### config.mk
export PLATFORM = sky130hd
export DESIGN_NAME = mem_stage_ls_flat
export DESIGN_NICKNAME = d
export VERILOG_FILES = /design/src/rtl/mips_pkg.sv /design/src/rtl/mem_stage_ls_if.sv /design/src/rtl/load_store_align.sv /design/src/rtl/mem_stage_ls.sv /design/src/flat_wrapper.sv
export SDC_FILE = /design/constraint.sdc
export NUM_CORES = 1
export LEC_CHECK = 0
export BUFFER_PORTS_ARGS = -buffer_cell sky130_fd_sc_hd__buf_2
export CAP_MARGIN = 20
export CORE_MARGIN = 1.5
export CORE_UTILIZATION = 40
export CTS_CLUSTER_DIAMETER = 40
export DETAILED_ROUTE_END_ITERATION = 6
export PLACE_DENSITY = 0.72
export SYNTH_ARGS = -nofsm -noshare
export SYNTH_HDL_FRONTEND = slang
export SYNTH_HIERARCHICAL = 1
export SYNTH_SLANG_ARGS = --single-unit
### constraint.sdc
create_clock -name clk -period 2.8 [get_ports clk]
set_input_delay 0.56 -clock clk [delete_from_list [all_inputs] [get_ports clk]]
set_output_delay 0.56 -clock clk [all_outputs]
set_load 0.1 [all_outputs]
### src/rtl/mips_pkg.sv
// Shared MEM-stage definitions: access-size codes, load/store FSM states and
// the helper that sizes the bus timeout counter.
package mips_pkg;

    typedef enum logic [1:0] {
        SZ_BYTE = 2'b00,
        SZ_HALF = 2'b01,
        SZ_WORD = 2'b10
    } mem_size_e;

    typedef enum logic {
        ST_IDLE = 1'b0,
        ST_WAIT = 1'b1
    } ls_state_e;

    // A zero timeout still needs a 1-bit counter to keep the declaration legal.
    function automatic int cnt_width(input int timeout_cycles);
        return (timeout_cycles == 0) ? 1 : $clog2(timeout_cycles + 1);
    endfunction

endpackage

### src/rtl/mem_stage_ls_if.sv
// Data-memory request/ack bus between the MEM stage (master) and the memory
// or bus fabric (slave).
interface mem_stage_ls_if #(
    parameter int ADDR_WIDTH = 32
) ();

    logic                  dmem_req;
    logic                  dmem_we;
    logic [ADDR_WIDTH-1:0] dmem_addr;
    logic [3:0]            dmem_be;
    logic [31:0]           dmem_wdata;
    logic [31:0]           dmem_rdata;
    logic                  dmem_ack;

    modport master (
        output dmem_req, dmem_we, dmem_addr, dmem_be, dmem_wdata,
        input  dmem_rdata, dmem_ack
    );

    modport slave (
        input  dmem_req, dmem_we, dmem_addr, dmem_be, dmem_wdata,
        output dmem_rdata, dmem_ack
    );

endinterface

### src/rtl/load_store_align.sv
// Byte-lane steering for sized loads/stores: byte enables, replicated write
// data, misalignment detection and sign/zero-extended load data.
module load_store_align
    import mips_pkg::*;
(
    input  logic [1:0]  addr_lo,
    input  logic [1:0]  size,
    input  logic        is_unsigned,
    input  logic [31:0] store_data,
    input  logic [31:0] rdata,
    output logic [3:0]  be,
    output logic [31:0] wdata,
    output logic        misaligned,
    output logic [31:0] load_data
);

    logic [7:0]  byte_sel;
    logic [15:0] half_sel;

    always_comb begin
        case (addr_lo)
            2'd0:    byte_sel = rdata[7:0];
            2'd1:    byte_sel = rdata[15:8];
            2'd2:    byte_sel = rdata[23:16];
            default: byte_sel = rdata[31:24];
        endcase
        half_sel = addr_lo[1] ? rdata[31:16] : rdata[15:0];
    end

    // Size code 2'b11 falls into the default (word) arm everywhere.
    always_comb begin
        be         = 4'b1111;
        wdata      = store_data;
        misaligned = (addr_lo != 2'b00);
        load_data  = rdata;
        case (size)
            SZ_BYTE: begin
                be         = 4'b0001 << addr_lo;
                wdata      = {4{store_data[7:0]}};
                misaligned = 1'b0;
                load_data  = {{24{~is_unsigned & byte_sel[7]}}, byte_sel};
            end
            SZ_HALF: begin
                be         = 4'b0011 << addr_lo;
                wdata      = {2{store_data[15:0]}};
                misaligned = addr_lo[0];
                load_data  = {{16{~is_unsigned & half_sel[15]}}, half_sel};
            end
            default: ;
        endcase
    end

endmodule

### src/rtl/mem_stage_ls.sv
// MIPS MEM stage: issues sized loads/stores on a req/ack data bus, stalls the
// pipeline while waiting, bounds the wait with a bus-error timeout, and
// registers the result into the MEM/WB pipeline register.
module mem_stage_ls
    import mips_pkg::*;
#(
    parameter int ADDR_WIDTH     = 32,
    parameter int REG_ADDR_WIDTH = 5,
    parameter int TIMEOUT_CYCLES = 16
) (
    input  logic                      clk,
    input  logic                      rst_n,
    input  logic                      in_valid,
    input  logic [ADDR_WIDTH-1:0]     alu_result,
    input  logic [31:0]               store_data,
    input  logic [REG_ADDR_WIDTH-1:0] reg_dest,
    input  logic                      mem_read,
    input  logic                      mem_write,
    input  logic [1:0]                mem_size,
    input  logic                      mem_unsigned,
    input  logic                      reg_write,
    input  logic                      mem_to_reg,
    output logic                      stall,
    mem_stage_ls_if.master            dmem,
    output logic                      wb_valid,
    output logic                      wb_reg_write,
    output logic                      wb_mem_to_reg,
    output logic [31:0]               wb_read_data,
    output logic [ADDR_WIDTH-1:0]     wb_alu_result,
    output logic [REG_ADDR_WIDTH-1:0] wb_reg_dest,
    output logic                      misalign_exc,
    output logic                      bus_err
);

    localparam int            CW      = cnt_width(TIMEOUT_CYCLES);
    localparam bit            TO_EN   = (TIMEOUT_CYCLES != 0);
    localparam logic [CW-1:0] TO_LAST = TO_EN ? CW'(TIMEOUT_CYCLES - 1) : '0;

    ls_state_e     state;
    logic [CW-1:0] cnt;

    logic        mem_op;
    logic        misaligned;
    logic        aligned;
    logic        timeout;
    logic [3:0]  be;
    logic [31:0] wdata;
    logic [31:0] load_data;

    load_store_align u_align (
        .addr_lo     (alu_result[1:0]),
        .size        (mem_size),
        .is_unsigned (mem_unsigned),
        .store_data  (store_data),
        .rdata       (dmem.dmem_rdata),
        .be          (be),
        .wdata       (wdata),
        .misaligned  (misaligned),
        .load_data   (load_data)
    );

    assign mem_op  = in_valid & (mem_read | mem_write);
    assign aligned = mem_op & ~misaligned;

    // The issuing IDLE cycle is counted, so the counter enters WAIT at 1 and
    // the request stays up for exactly TIMEOUT_CYCLES cycles before giving up.
    assign timeout = TO_EN && (state == ST_WAIT) && !dmem.dmem_ack && (cnt >= TO_LAST);

    assign stall = rst_n & aligned & ~dmem.dmem_ack & ~timeout;

    assign dmem.dmem_req   = rst_n & aligned;
    assign dmem.dmem_we    = mem_write;
    assign dmem.dmem_addr  = {alu_result[ADDR_WIDTH-1:2], 2'b00};
    assign dmem.dmem_be    = be;
    assign dmem.dmem_wdata = wdata;

    always_ff @(posedge clk) begin
        if (!rst_n) begin
            state <= ST_IDLE;
            cnt   <= '0;
        end else begin
            case (state)
                ST_IDLE: begin
                    if (aligned && !dmem.dmem_ack) begin
                        state <= ST_WAIT;
                        cnt   <= CW'(1);
                    end
                end
                ST_WAIT: begin
                    if (dmem.dmem_ack || timeout) begin
                        state <= ST_IDLE;
                        cnt   <= '0;
                    end else begin
                        cnt <= cnt + CW'(1);
                    end
                end
                default: begin
                    state <= ST_IDLE;
                    cnt   <= '0;
                end
            endcase
        end
    end

    always_ff @(posedge clk) begin
        if (!rst_n) begin
            wb_valid      <= 1'b0;
            wb_reg_write  <= 1'b0;
            wb_mem_to_reg <= 1'b0;
            wb_read_data  <= '0;
            wb_alu_result <= '0;
            wb_reg_dest   <= '0;
            misalign_exc  <= 1'b0;
            bus_err       <= 1'b0;
        end else if (stall) begin
            wb_valid     <= 1'b0;
            misalign_exc <= 1'b0;
            bus_err      <= 1'b0;
        end else begin
            wb_valid      <= in_valid;
            wb_reg_write  <= in_valid & reg_write & ~(mem_op & misaligned) & ~timeout;
            wb_mem_to_reg <= mem_to_reg;
            wb_read_data  <= load_data;
            wb_alu_result <= alu_result;
            wb_reg_dest   <= reg_dest;
            misalign_exc  <= mem_op & misaligned;
            bus_err       <= timeout;
        end
    end

endmodule
### src/flat_wrapper.sv
// flat-port wrapper written by rule: the top's interface ports become plain ports
module mem_stage_ls_flat import mips_pkg::*;
#(
    parameter int ADDR_WIDTH     = 32,
    parameter int REG_ADDR_WIDTH = 5,
    parameter int TIMEOUT_CYCLES = 16
)
  (clk, rst_n, in_valid, alu_result, store_data, reg_dest, mem_read, mem_write, mem_size, mem_unsigned, reg_write, mem_to_reg, stall, wb_valid, wb_reg_write, wb_mem_to_reg, wb_read_data, wb_alu_result, wb_reg_dest, misalign_exc, bus_err, dmem_dmem_req, dmem_dmem_we, dmem_dmem_addr, dmem_dmem_be, dmem_dmem_wdata, dmem_dmem_rdata, dmem_dmem_ack);
  mem_stage_ls_if #(.ADDR_WIDTH(ADDR_WIDTH)) dmem_i ();
  input  logic clk;
  input  logic rst_n;
  input  logic in_valid;
  input  logic [ADDR_WIDTH-1:0] alu_result;
  input  logic [31:0] store_data;
  input  logic [REG_ADDR_WIDTH-1:0] reg_dest;
  input  logic mem_read;
  input  logic mem_write;
  input  logic [1:0] mem_size;
  input  logic mem_unsigned;
  input  logic reg_write;
  input  logic mem_to_reg;
  output logic stall;
  output logic wb_valid;
  output logic wb_reg_write;
  output logic wb_mem_to_reg;
  output logic [31:0] wb_read_data;
  output logic [ADDR_WIDTH-1:0] wb_alu_result;
  output logic [REG_ADDR_WIDTH-1:0] wb_reg_dest;
  output logic misalign_exc;
  output logic bus_err;
  output wire logic [$bits(dmem_i.dmem_req)-1:0] dmem_dmem_req;
  output wire logic [$bits(dmem_i.dmem_we)-1:0] dmem_dmem_we;
  output wire logic [$bits(dmem_i.dmem_addr)-1:0] dmem_dmem_addr;
  output wire logic [$bits(dmem_i.dmem_be)-1:0] dmem_dmem_be;
  output wire logic [$bits(dmem_i.dmem_wdata)-1:0] dmem_dmem_wdata;
  input wire logic [$bits(dmem_i.dmem_rdata)-1:0] dmem_dmem_rdata;
  input wire logic [$bits(dmem_i.dmem_ack)-1:0] dmem_dmem_ack;
  assign dmem_dmem_req = dmem_i.dmem_req;
  assign dmem_dmem_we = dmem_i.dmem_we;
  assign dmem_dmem_addr = dmem_i.dmem_addr;
  assign dmem_dmem_be = dmem_i.dmem_be;
  assign dmem_dmem_wdata = dmem_i.dmem_wdata;
  assign dmem_i.dmem_rdata = dmem_dmem_rdata;
  assign dmem_i.dmem_ack = dmem_dmem_ack;
  mem_stage_ls #(.ADDR_WIDTH(ADDR_WIDTH), .REG_ADDR_WIDTH(REG_ADDR_WIDTH), .TIMEOUT_CYCLES(TIMEOUT_CYCLES)) u_core (.clk(clk), .rst_n(rst_n), .in_valid(in_valid), .alu_result(alu_result), .store_data(store_data), .reg_dest(reg_dest), .mem_read(mem_read), .mem_write(mem_write), .mem_size(mem_size), .mem_unsigned(mem_unsigned), .reg_write(reg_write), .mem_to_reg(mem_to_reg), .stall(stall), .dmem(dmem_i), .wb_valid(wb_valid), .wb_reg_write(wb_reg_write), .wb_mem_to_reg(wb_mem_to_reg), .wb_read_data(wb_read_data), .wb_alu_result(wb_alu_result), .wb_reg_dest(wb_reg_dest), .misalign_exc(misalign_exc), .bus_err(bus_err));
endmodule
* Word-level counts from Yosys, hierarchy flattened *
Index checks and enable logic that the tools add are counted.

storage, ports and cells
  flip-flop bits (word level) = 80
  output and inout bits = 145
  logic and storage cells = 58

operators by class
  add/subtract/negate cells = 1
  order comparisons = 1
  eq/ne operators = 4
  shift operators = 2
  muxes and demuxes = 12
  bitwise operators = 19
  reduce and logical (&&, ||, !) cells = 9

operators by type and width
  cell                 number
  $pmux 32 s2          2
  $pmux 8 s3           1
  $mux 16              1
  $and 1x1->1          11
  $mux 5               2
  $pmux 5 s2           1
  $pmux 4 s2           1
  $not 1->1            7
  $add 5x1->5 const B  1
  $ge 5x4->1 const B   1
  $eq 2x1->1 const B   2
  $logic_not 2->1      2
  $pmux 1 s2           2
  $shl 1x2->4 const A  1
  $shl 2x2->4 const A  1
  $logic_and 1x1->1    3
  $eq 2x2->1 const B   1
  $mux 1               2
  $ne 2x1->1 const B   1
  $reduce_bool 2->1    1
  $reduce_or 2->1      1
  $logic_not 1->1      1
  $logic_or 1x1->1     1
  $or 1x1->1           1

* Depth between registers and ports, before layout *
Gate-level depths: netlist of the first run.

  word-level depth = 8
  mapped depth = 9
  gate-level depth less buffers = 7

* Hierarchy *
The synthesis of the first run kept the hierarchy.

by module, submodules not included
  module            times used  cells each  area an instance (um^2)
  mem_stage_ls      1           391         3609.7
  load_store_align  1           179         1281.2

* Worst setup path before layout of the first run *
Ideal clock, no wire load.

  kind = input to output
  start point = input alu_result[1]
  end point = output dmem_dmem_req
  arrival = 3.239 ns
  required time = 2.240 ns
  slack = -0.999 ns
  stages on the path = 5
  buffers on the path = 2
  cell sequence = buf_2 -> buf_2 -> o21ai_0 -> nand2_1 -> nor3_1

between the ends
  longest elaborated chain between the ends = 5

ends and longest elaborated chain
  what                   RTL line                source
  start: declaration     flat_wrapper.sv:13      input logic [ADDR_WIDTH-1:0] alu_result;
  $reduce_bool 2->1      load_store_align.sv:34  misaligned = (addr_lo != 2'b00);
  $pmux 1 s2             load_store_align.sv:36  case (size)
  via u_core.misaligned  mem_stage_ls.sv:43      logic misaligned;
  $not 1->1              mem_stage_ls.sv:63      assign aligned = mem_op & ~misaligned;
  $and 1x1->1            mem_stage_ls.sv:63
  $and 1x1->1            mem_stage_ls.sv:71      assign dmem.dmem_req = rst_n & aligned;
  end: declaration       flat_wrapper.sv:31      output wire logic [$bits(dmem_i.dmem_req)-1:0] dmem_dmem_req;

The timed path passes the listed nets, and every way through them passes these cells.

* Worst setup path after layout of the first run *
  start point = register u_core.cnt[0]
  end point = output stall

between the ends
  longest elaborated chain between the ends = 4

ends and longest elaborated chain
  what                      RTL line            source
  start: declaration        mem_stage_ls.sv:40  logic [CW-1:0] cnt;
  start signal: assignment  mem_stage_ls.sv:94  cnt <= cnt + CW'(1);
  $ge 5x4->1                mem_stage_ls.sv:67  assign timeout = TO_EN && (state == ST_WAIT) && !dmem.dmem_ack && (cnt >= TO_LAST);
  $logic_and 1x1->1         mem_stage_ls.sv:67
  $not 1->1                 mem_stage_ls.sv:69  assign stall = rst_n & aligned & ~dmem.dmem_ack & ~timeout;
  $and 1x1->1               mem_stage_ls.sv:69
  end: declaration          flat_wrapper.sv:22  output logic stall;

Every way passes these cells.

==> results.md, run 1 <==
- # DRC: 0
- Final Hold Viols: 0
- Post-synth EDFFs: 0
- Synthesized flop and latch total: 80
- Crit Path Class: reg -> out
- HP Class: reg -> reg
- CTS tree: yes
- FF-to-FF setup slack: 0.58 ns
- Most frequent CP cell: ha_1
- Initial antenna violation count: 1
- Core area: 0.01196 mm2
- Fin. max-slew vios: 0
- Clock Tree Root: clkbuf_16
- Global Route Usage Sum: 0.1998
- Worst-Margin Slew: 0.9495 ns
- Critical Path Max Stage Delay: 0.35 ns
- Area Growth Syn to Fin: 34.13%
- Initial DRC Count: 281
- Vias in the first global route: 4101
- Diode count: 0
- Layout cell share with drive strength beyond 1: 0.4316
- Top flop regs: u_core/wb_alu_result: 32 flops, u_core/wb_read_data: 32 flops
- Post-CTS Resized: 0
- Setup bufs post-CTS: 0
- DR pass1 iterations: 4
- Power per standard cell area: 669.2 mW/mm2
- Routed WL per cell: 14.44 um
- Final wirelength: 13200 um
- Worst path required time: 2.24 ns
- Worst slew margin: 0.3670
- Fraction of registers with async set/reset: 0
- Yosys cell types: 50
- Crit path DAT: 2.08 ns
- Via count: 4542
- Detailed Place HPWL: 10040 um
- Cts bufs inserted: 9
- Most frequent cells in the layout: buf_2 (232), nand2_1 (176), mux2i_1 (89)
- Starting Density: 0.4089
- RSZ-0062 raised after global routing: no
- Hold path depth: 2
- Syn Inst Count: 570
- Yosys Warn Count: 6
- Final nets: 876
- Clock insertion delay at the later pin of the skew report: 0.34 ns
- Register area share after synthesis: 0.3274
- Post-route ant nets: 0
- Worst r2r src: u_core/cnt[0]
- Pleak: 3.091 nW
- Clock transition at path regs: 0.06 ns
- Cts hold-fix bufs: 0
- Critical path buffers and inverters: 1
- Filler cell count in the final layout: 1142
- H-tree levels: 3
- CP max FO: 5
- Design area: 0.006560 mm2
- Peak VDD IR: 316.1 uV
- Skew final: 0.003775 ns
- Mapped cell area: 0.004891 mm2
- Syn avg cell area: 8.581 um2
- Period utilization: 0.9423
- Clock buffer depth: 2
- Worst Setup Start Kind: flop
- Hold Path End: u_core/wb_read_data[1]
- Fmax: 379.0 MHz
- Min-delay src: u_core/wb_read_data[1]
- Die ar.: 0.01290 mm2
- Slowest cell on crit path: dfxtp_1
- Largest net degree at the start of global routing: 99
- Period minus WS final: 2.638 ns
- CTS sink cnt: 80
- IO Port Bufs: 254
- Commonest non-fill, non-tap cell in the layout: buf_2
- Drt via density: 4.969
- Largest delay contributor family on the critical path: simple AND/OR/NAND/NOR gates
- Worst Reg-to-Reg Cells: 8
- Main flop type after synthesis: dfxtp_1
- Total Neg Setup Slack: 0 ns
- MaxCap Viol Count: 0
- Worst R2R End: u_core/wb_read_data[31]
- Area post-placement: 0.006191 mm2
- CP cell instances: ha_1 -> and3_1 -> ha_1 -> nor2_1 -> a21oi_4 -> nor2_8 -> and2_4 -> buf_12
- Final setup fails: 0
- Routability congestion estimate: 0.7916
- # rows: 40
- Die X: 113.6 um
- First-pass GRT wire length: 20350 um
- Die H: 113.6 um
- Io pins: 257
- Status: complete, no violations
- CP endpoint kind: output port
- Remaining Overflow, GRT: 0
## cell type report
| class | instances | area, um2 | area share |
|---|---|---|---|
| clock buffer | 9 | 225.2 | 0.03433 |
| clock inverter | 7 | 143.9 | 0.02193 |
| tap | 147 | 183.9 | 0.02804 |
| multi-input combinational | 401 | 2704 | 0.4122 |
| timing repair buffer | 264 | 1677 | 0.2556 |
| inverter | 6 | 25.02 | 0.003815 |
| sequential | 80 | 1602 | 0.2441 |
## synth_stat cells, drive strengths merged, types with 3 or more instances
master  count  share of area
a21o        4         0.0061
a21oi       4         0.0064
a221o       5          0.010
a22oi       7          0.012
and2        5         0.0064
buf        62           0.11
clkbuf     22          0.017
dfxtp      80           0.33
inv         5         0.0043
mux2       18          0.041
mux2i      89           0.18
nand2     176           0.14
nand3       3         0.0056
nand4b      3         0.0054
nor2       13          0.013
nor2b       6         0.0077
nor3        3         0.0031
o211ai     18          0.038
o21ai      17          0.017
o21bai      3         0.0046
o221ai      5         0.0090
## per-stage QoR
| stage | instances | worst slack (ns) | util | total power [mW] | hold slack (ns) |
|---|---|---|---|---|---|
| floorplan | 571 | -0.1609 | - | 2.662 | 0.5013 |
| global placement | 898 | 0.3660 | 0.5176 | 2.977 | 0.4423 |
| finish | 914 | 0.1617 | 0.5484 | 4.390 | 0.4554 |
| CTS | 914 | 0.1523 | 0.5484 | 4.430 | 0.4521 |
| global route | 914 | 0.04794 | 0.5484 | 4.545 | 0.4666 |
| detailed placement | 898 | 0.3473 | 0.5176 | 2.985 | 0.4486 |
## power by group
part / switching [mW] / leakage [nW] / total [mW] / internal [mW]
Sequential: 0.0332 / 0.663 / 1.25 / 1.21
Combinational: 1.33 / 2.26 / 1.71 / 0.374
Clock: 0.472 / 0.172 / 1.43 / 0.962
Total: 1.84 / 3.09 / 4.39 / 2.55
## worst reg2reg max path: stages, from the launching register on
cell     delay [ns]
dfxtp_1        0.35
ha_1           0.24
and3_1         0.19
ha_1           0.20
nor2_1         0.22
a21oi_4        0.12
nor2_8         0.11
buf_12         0.41
mux2i_1        0.31
## worst max path at each step
stage | slack [ns] | cells past startpoint | startpoint | end
after global routing | 0.05 | 8 | u_core/cnt[0] | stall
after global placement | 0.37 | 8 | mem_size[1] | stall
after detailed placement | 0.35 | 8 | mem_size[1] | stall
after CTS | 0.15 | 8 | u_core/cnt[0] | stall
final | 0.16 | 8 | u_core/cnt[0] | stall
after floorplan | -0.16 | 4 | mem_size[0] | dmem_dmem_be[1]
## logic make-up (layout without fill, tap and decap cells)
logic type,count (synthesis),after routing,synth area share
and+or+nand+nor,219,219,0.1937
muxes,107,107,0.2236
buffers and inverters,90,286,0.1310
DFF,80,80,0.3275
AOI/OAI and AO/OA,71,71,0.1184
adders and majority gates,2,2,0.005116
other,1,2,0.0007667
## layer usage
layer,wire [um],GRT usage,vias to the layer above
met2,6515,0.3514,176
met4,158,0.07000,2
met3,971,0.04835,12
met5,13,0,-
li1,-,-,2282
met1,5535,0.2374,2070
Note: power is estimated with default switching activity, not from simulation.
==> run 2, diff against run 1 <==
--- a/config.mk
+++ b/config.mk
@@ -9,9 +9,11 @@
 export CAP_MARGIN = 20
 export CORE_MARGIN = 1.5
 export CORE_UTILIZATION = 40
-export CTS_CLUSTER_DIAMETER = 40
+export CTS_BUF_LIST = sky130_fd_sc_hd__clkbuf_16
+export CTS_CLUSTER_DIAMETER = 150
 export DETAILED_ROUTE_END_ITERATION = 6
 export PLACE_DENSITY = 0.72
+export RECOVER_POWER = 50
 export SYNTH_ARGS = -nofsm -noshare
 export SYNTH_HDL_FRONTEND = slang
 export SYNTH_HIERARCHICAL = 1
==> run 2 against run 1 <==
Net effect:
- die area did not move
- clock skew rose by 0.0018 ns
- sequential cell count did not move
- core utilization fell by 1.1 points
- combinational power barely moved
- clock-buffer cell count did not move
- sequential power barely moved
- power fell by 0.45%
- largest cell class unchanged
- critical path depth did not move
- cell area fell by 2.1%
- non-clock buffer count did not move
- highest routed layer unchanged
==> results.md, run 2 (synthesized netlist as in run 1, its figures left out) <==
- Period minus WS final: 2.640 ns
- Worst Reg-to-Reg Cells: 8
- Peak VDD IR: 315.1 uV
- Pleak: 2.724 nW
- Commonest non-fill, non-tap cell in the layout: nand2_1
- Crit path DAT: 2.08 ns
- Clock insertion delay at the later pin of the skew report: 0.34 ns
- Worst-Margin Slew: 1.280 ns
- Power per standard cell area: 680.3 mW/mm2
- Post-route ant nets: 0
- Comb pwr share: 0.385
- CTS sink cnt: 80
- Worst slew margin: 0.1506
- Vias in the first global route: 4101
- Largest net degree at the start of global routing: 99
- Hold_ws: 0.4551 ns
- Initial DRC Count: 296
- Cts hold-fix bufs: 0
- Placed cell count: 898
- Clock Tree Root: clkbuf_16
- Fin. max-slew vios: 0
- Drt via density: 4.967
- Die X: 113.6 um
- Global Route Usage Sum: 0.1998
- CP cell instances: ha_1 -> and3_1 -> ha_1 -> nor2_1 -> a21oi_4 -> nor2_8 -> and2_4 -> buf_12
- Clock buffer depth: 2
- Skew final: 0.005613 ns
- MaxCap Viol Count: 0
- Final setup fails: 0
- Crit Path Class: reg -> out
- Worst path required time: 2.24 ns
- Final nets: 876
- Clock power frac: 0.329
- Status: complete, no violations
- RSZ-0062 raised after global routing: no
- Routed WL per cell: 14.61 um
- Period utilization: 0.9428
- Starting Density: 0.4089
- Critical Path Max Stage Delay: 0.35 ns
- Top flop regs: u_core/wb_alu_result: 32 flops, u_core/wb_read_data: 32 flops
- CP endpoint: stall
- Setup bufs post-CTS: 0
- Layout cell share with drive strength beyond 1: 0.2894
- Sw Pwr: 1.848 mW
- Die H: 113.6 um
- Remaining Overflow, GRT: 0
- CTS tree: yes
- Via count: 4540
- Switching share of power: 0.4229
- Clock transition at path regs: 0.06 ns
- Io pins: 257
- Non-Filler Instances: 914
- First-pass GRT wire length: 20350 um
- Area Growth Syn to Fin: 31.34%
- # DRC: 0
- Final wirelength: 13350 um
- Int Pwr: 2.522 mW
- Final Hold Viols: 0
- H-tree levels: 3
- Largest delay contributor family on the critical path: simple AND/OR/NAND/NOR gates
- Diode count: 0
- Die ar.: 0.01290 mm2
- Post-CTS Resized: 0
- CP max FO: 5
- Initial antenna violation count: 1
- CP endpoint kind: output port
- Most frequent CP cell: ha_1
- FF-to-FF setup slack: 0.58 ns
- IO Port Bufs: 254
- Worst Setup Start Kind: flop
- CP Launch Point: u_core/cnt[0]
- DR pass1 iterations: 4
- HP Class: reg -> reg
- Sequential share of power: 0.286
- Routability congestion estimate: 0.7916
- Worst R2R End: u_core/wb_read_data[31]
- Most frequent cells in the layout: nand2_1 (176), buf_2 (123), clkbuf_1 (109)
- Fmax: 378.8 MHz
- Cts bufs inserted: 9
- Slowest cell on crit path: dfxtp_1
- Core area: 0.01196 mm2
- Critical path buffers and inverters: 1
- Levels on crit path: 8
- # rows: 40
- Detailed Place HPWL: 10040 um
- Worst r2r src: u_core/cnt[0]
## run 2: cell count changes in the layout (fill, tap and decap cells not counted), sizes merged
cell	previous run	this run
clkbuf	9	118
buf	264	155
## run 2: worst min-delay path by stage
stage,to,depth (start not counted),slack [ns],start
3_3_place_gp,u_core/wb_alu_result[4],2,0.44,u_core/wb_alu_result[4]
2_1_floorplan,u_core/cnt[2],2,0.50,u_core/cnt[2]
3_5_place_dp,u_core/wb_read_data[29],2,0.45,u_core/wb_read_data[29]
6_report,u_core/wb_read_data[29],2,0.46,u_core/wb_read_data[29]
4_1_cts,u_core/wb_reg_dest[2],3,0.45,reg_dest[2]
5_1_grt,u_core/wb_reg_dest[1],3,0.47,reg_dest[1]
## run 2: layer usage
layer,vias to the layer above,track usage,share of wire,routed length [um]
met1,2060,0.2374,0.43,5718
met4,2,0.07000,0.012,158
li1,2283,-,-,-
met5,-,0,0.00097,13
met3,12,0.04835,0.075,1002
met2,183,0.3514,0.48,6456
## run 2: cell type report
class | count | area, um2
fill | 1195 | 5538
multi-input combinational | 401 | 2704
sequential | 80 | 1602
timing repair buffer | 264 | 1540
clock buffer | 9 | 225.2
tap | 147 | 183.9
clock inverter | 7 | 143.9
inverter | 6 | 25.02
## run 2: tightest hold or removal path, stage by stage, from the launching register on
cell and delay, ns:
dfxtp_1 0.30, nand2_1 0.05, mux2i_1 0.05
## run 2: stage by stage
step                cell area, um2  TNS, ns  worst slack, ns  total power [mW]  utilization
floorplan                     4946  -0.3219          -0.1609             2.662            -
detailed placement            6191        0           0.3473             2.985       0.5176
global placement              6191        0           0.3660             2.977       0.5176
global route                  6424        0          0.04794             4.521       0.5370
CTS                           6560        0           0.1523             4.430       0.5484
finish                        6424        0           0.1601             4.370       0.5370
## run 2: power groups by stage
stage / logic [mW] / registers [mW] / clock network, mW
finish: 1.68 / 1.25 / 1.44
global route: 1.75 / 1.26 / 1.51
CTS: 1.71 / 1.25 / 1.47
detailed placement: 1.71 / 1.27 / 0
global placement: 1.71 / 1.27 / 0
floorplan: 0.860 / 1.80 / 0
==> run 3, diff against run 2 <==
--- a/config.mk
+++ b/config.mk
@@ -12,7 +12,7 @@
 export CTS_BUF_LIST = sky130_fd_sc_hd__clkbuf_16
 export CTS_CLUSTER_DIAMETER = 150
 export DETAILED_ROUTE_END_ITERATION = 6
-export PLACE_DENSITY = 0.72
+export PLACE_DENSITY = 0.73
 export RECOVER_POWER = 50
 export SYNTH_ARGS = -nofsm -noshare
 export SYNTH_HDL_FRONTEND = slang
==> run 3 against run 2 <==
Net effect:
- core utilization shrank 0.85 points
- sequential power is essentially flat
- non-clock buffer count is the same
- largest cell class unchanged
- largest power group unchanged
- highest routed layer unchanged
==> results.md, run 3 (synthesized netlist as in run 1, its figures left out) <==
- Critical path buffers and inverters: 1
- Die ar.: 0.01290 mm2
- Pleak: 2.689 nW
- Clock insertion delay at the later pin of the skew report: 0.33 ns
- Power per standard cell area: 629.6 mW/mm2
- Hold_ws: 0.4556 ns
- Worst slew margin: 0.1609
- Most frequent cells in the layout: nand2_1 (176), buf_2 (124), clkbuf_1 (108)
- MaxCap Viol Count: 0
- Cts hold-fix bufs: 0
- H-tree levels: 3
- Final Hold Viols: 0
- Drt via density: 4.947
- Non-Filler Instances: 914
- CP endpoint kind: output port
- Overall Power: 3.981 mW
- Post-layout util: 0.5286
- Remaining Overflow, GRT: 0
- First-pass GRT wire length: 20640 um
- Placed cell count: 898
- CP max FO: 5
- Starting Density: 0.4089
- Clock Tree Root: clkbuf_16
- Initial antenna violation count: 2
- Slowest cell on crit path: dfxtp_1
- Peak VDD IR: 294.6 uV
- CTS tree: yes
- DP Worst Slack: 0.2933 ns
- IO Port Bufs: 254
- Final wirelength: 13420 um
- Filler cell count in the final layout: 1223
- Crit Path Class: reg -> out
- Crit path DAT: 2.07 ns
- Cts bufs inserted: 9
- Die X: 113.6 um
- Area occupied by multi-input gates: 0.002704 mm2
- Global Route Usage Sum: 0.2012
- Sequential Area: 0.001602 mm2
- CP cell instances: ha_1 -> and3_1 -> ha_1 -> nor2_1 -> a21oi_4 -> nor2_8 -> and2_4 -> buf_12
- Hold path depth: 2
- Layout cell share with drive strength beyond 1: 0.2881
- Final nets: 876
- # rows: 40
- Final setup fails: 0
- Fmax: 379.8 MHz
- Area post-placement: 0.006191 mm2
- Largest net degree at the start of global routing: 94
- # DRC: 0
- Skew final: 0.005813 ns
- Worst Setup Start Kind: flop
- Design area: 0.006322 mm2
- Worst Reg-to-Reg Cells: 8
- Critical Path Max Stage Delay: 0.36 ns
- DR pass1 iterations: 4
- Status: complete, no violations
- Top flop regs: u_core/wb_alu_result: 32 flops, u_core/wb_read_data: 32 flops
- Detailed Place HPWL: 10140 um
- Worst-Margin Slew: 1.264 ns
- Routed WL per cell: 14.69 um
- Area Growth Syn to Fin: 29.27%
- Die H: 113.6 um
- Core area: 0.01196 mm2
- Vias in the first global route: 4214
- Total Neg Setup Slack: 0 ns
- Fin. max-slew vios: 0
- Diode count: 0
- CTS sink cnt: 80
- Final setup margin: 0.1671 ns
- Worst path required time: 2.24 ns
- Commonest non-fill, non-tap cell in the layout: nand2_1
- Io pins: 257
- Clock buffer depth: 2
- RSZ-0062 raised after global routing: no
- Initial DRC Count: 252
- Routability congestion estimate: 0.8019
- Most frequent CP cell: ha_1
- Post-CTS Resized: 0
- Period minus WS final: 2.633 ns
- Post-route ant nets: 0
- Via count: 4522
- Setup bufs post-CTS: 0
- Largest delay contributor family on the critical path: simple AND/OR/NAND/NOR gates
- Levels on crit path: 8
- HP Class: reg -> reg
- Clock transition at path regs: 0.06 ns
- Period utilization: 0.9403
-- run 3: final timing paths --
path / slack [ns] / start / endpoint
worst min register to register: 0.46 / u_core/wb_alu_result[19] / u_core/wb_alu_result[19]
worst max-delay path: 0.17 / u_core/cnt[0] / stall
worst min-delay path: 0.46 / u_core/wb_alu_result[19] / u_core/wb_alu_result[19]
worst max register to register: 0.59 / u_core/cnt[0] / u_core/wb_mem_to_reg
-- run 3: power breakdown --
group | internal (mW) | total [mW] | switching [mW]
logic | 0.346 | 1.68 | 1.33
registers | 1.21 | 1.25 | 0.0371
clock network | 0.592 | 1.05 | 0.457
-- run 3: worst min-delay path: stages, from the launching register on --
cell and delay [ns]:
dfxtp_1 0.30, nand2_1 0.05, mux2i_1 0.05
-- run 3: layer usage --
metal,vias up,track usage,share of wire
met2,184,0.3474,0.47
met1,2034,0.2311,0.42
met5,-,0,0.00089
li1,2286,-,-
met3,16,0.07917,0.094
met4,2,0.05667,0.013
-- run 3: layout make-up --
class	instances	area share
Multi-Input combinational cell	401	0.4277
Sequential cell	80	0.2533
Timing Repair Buffer	264	0.2438
Clock buffer	9	0.03562
Tap cell	147	0.02909
Clock inverter	7	0.006531
Inverter	6	0.003958
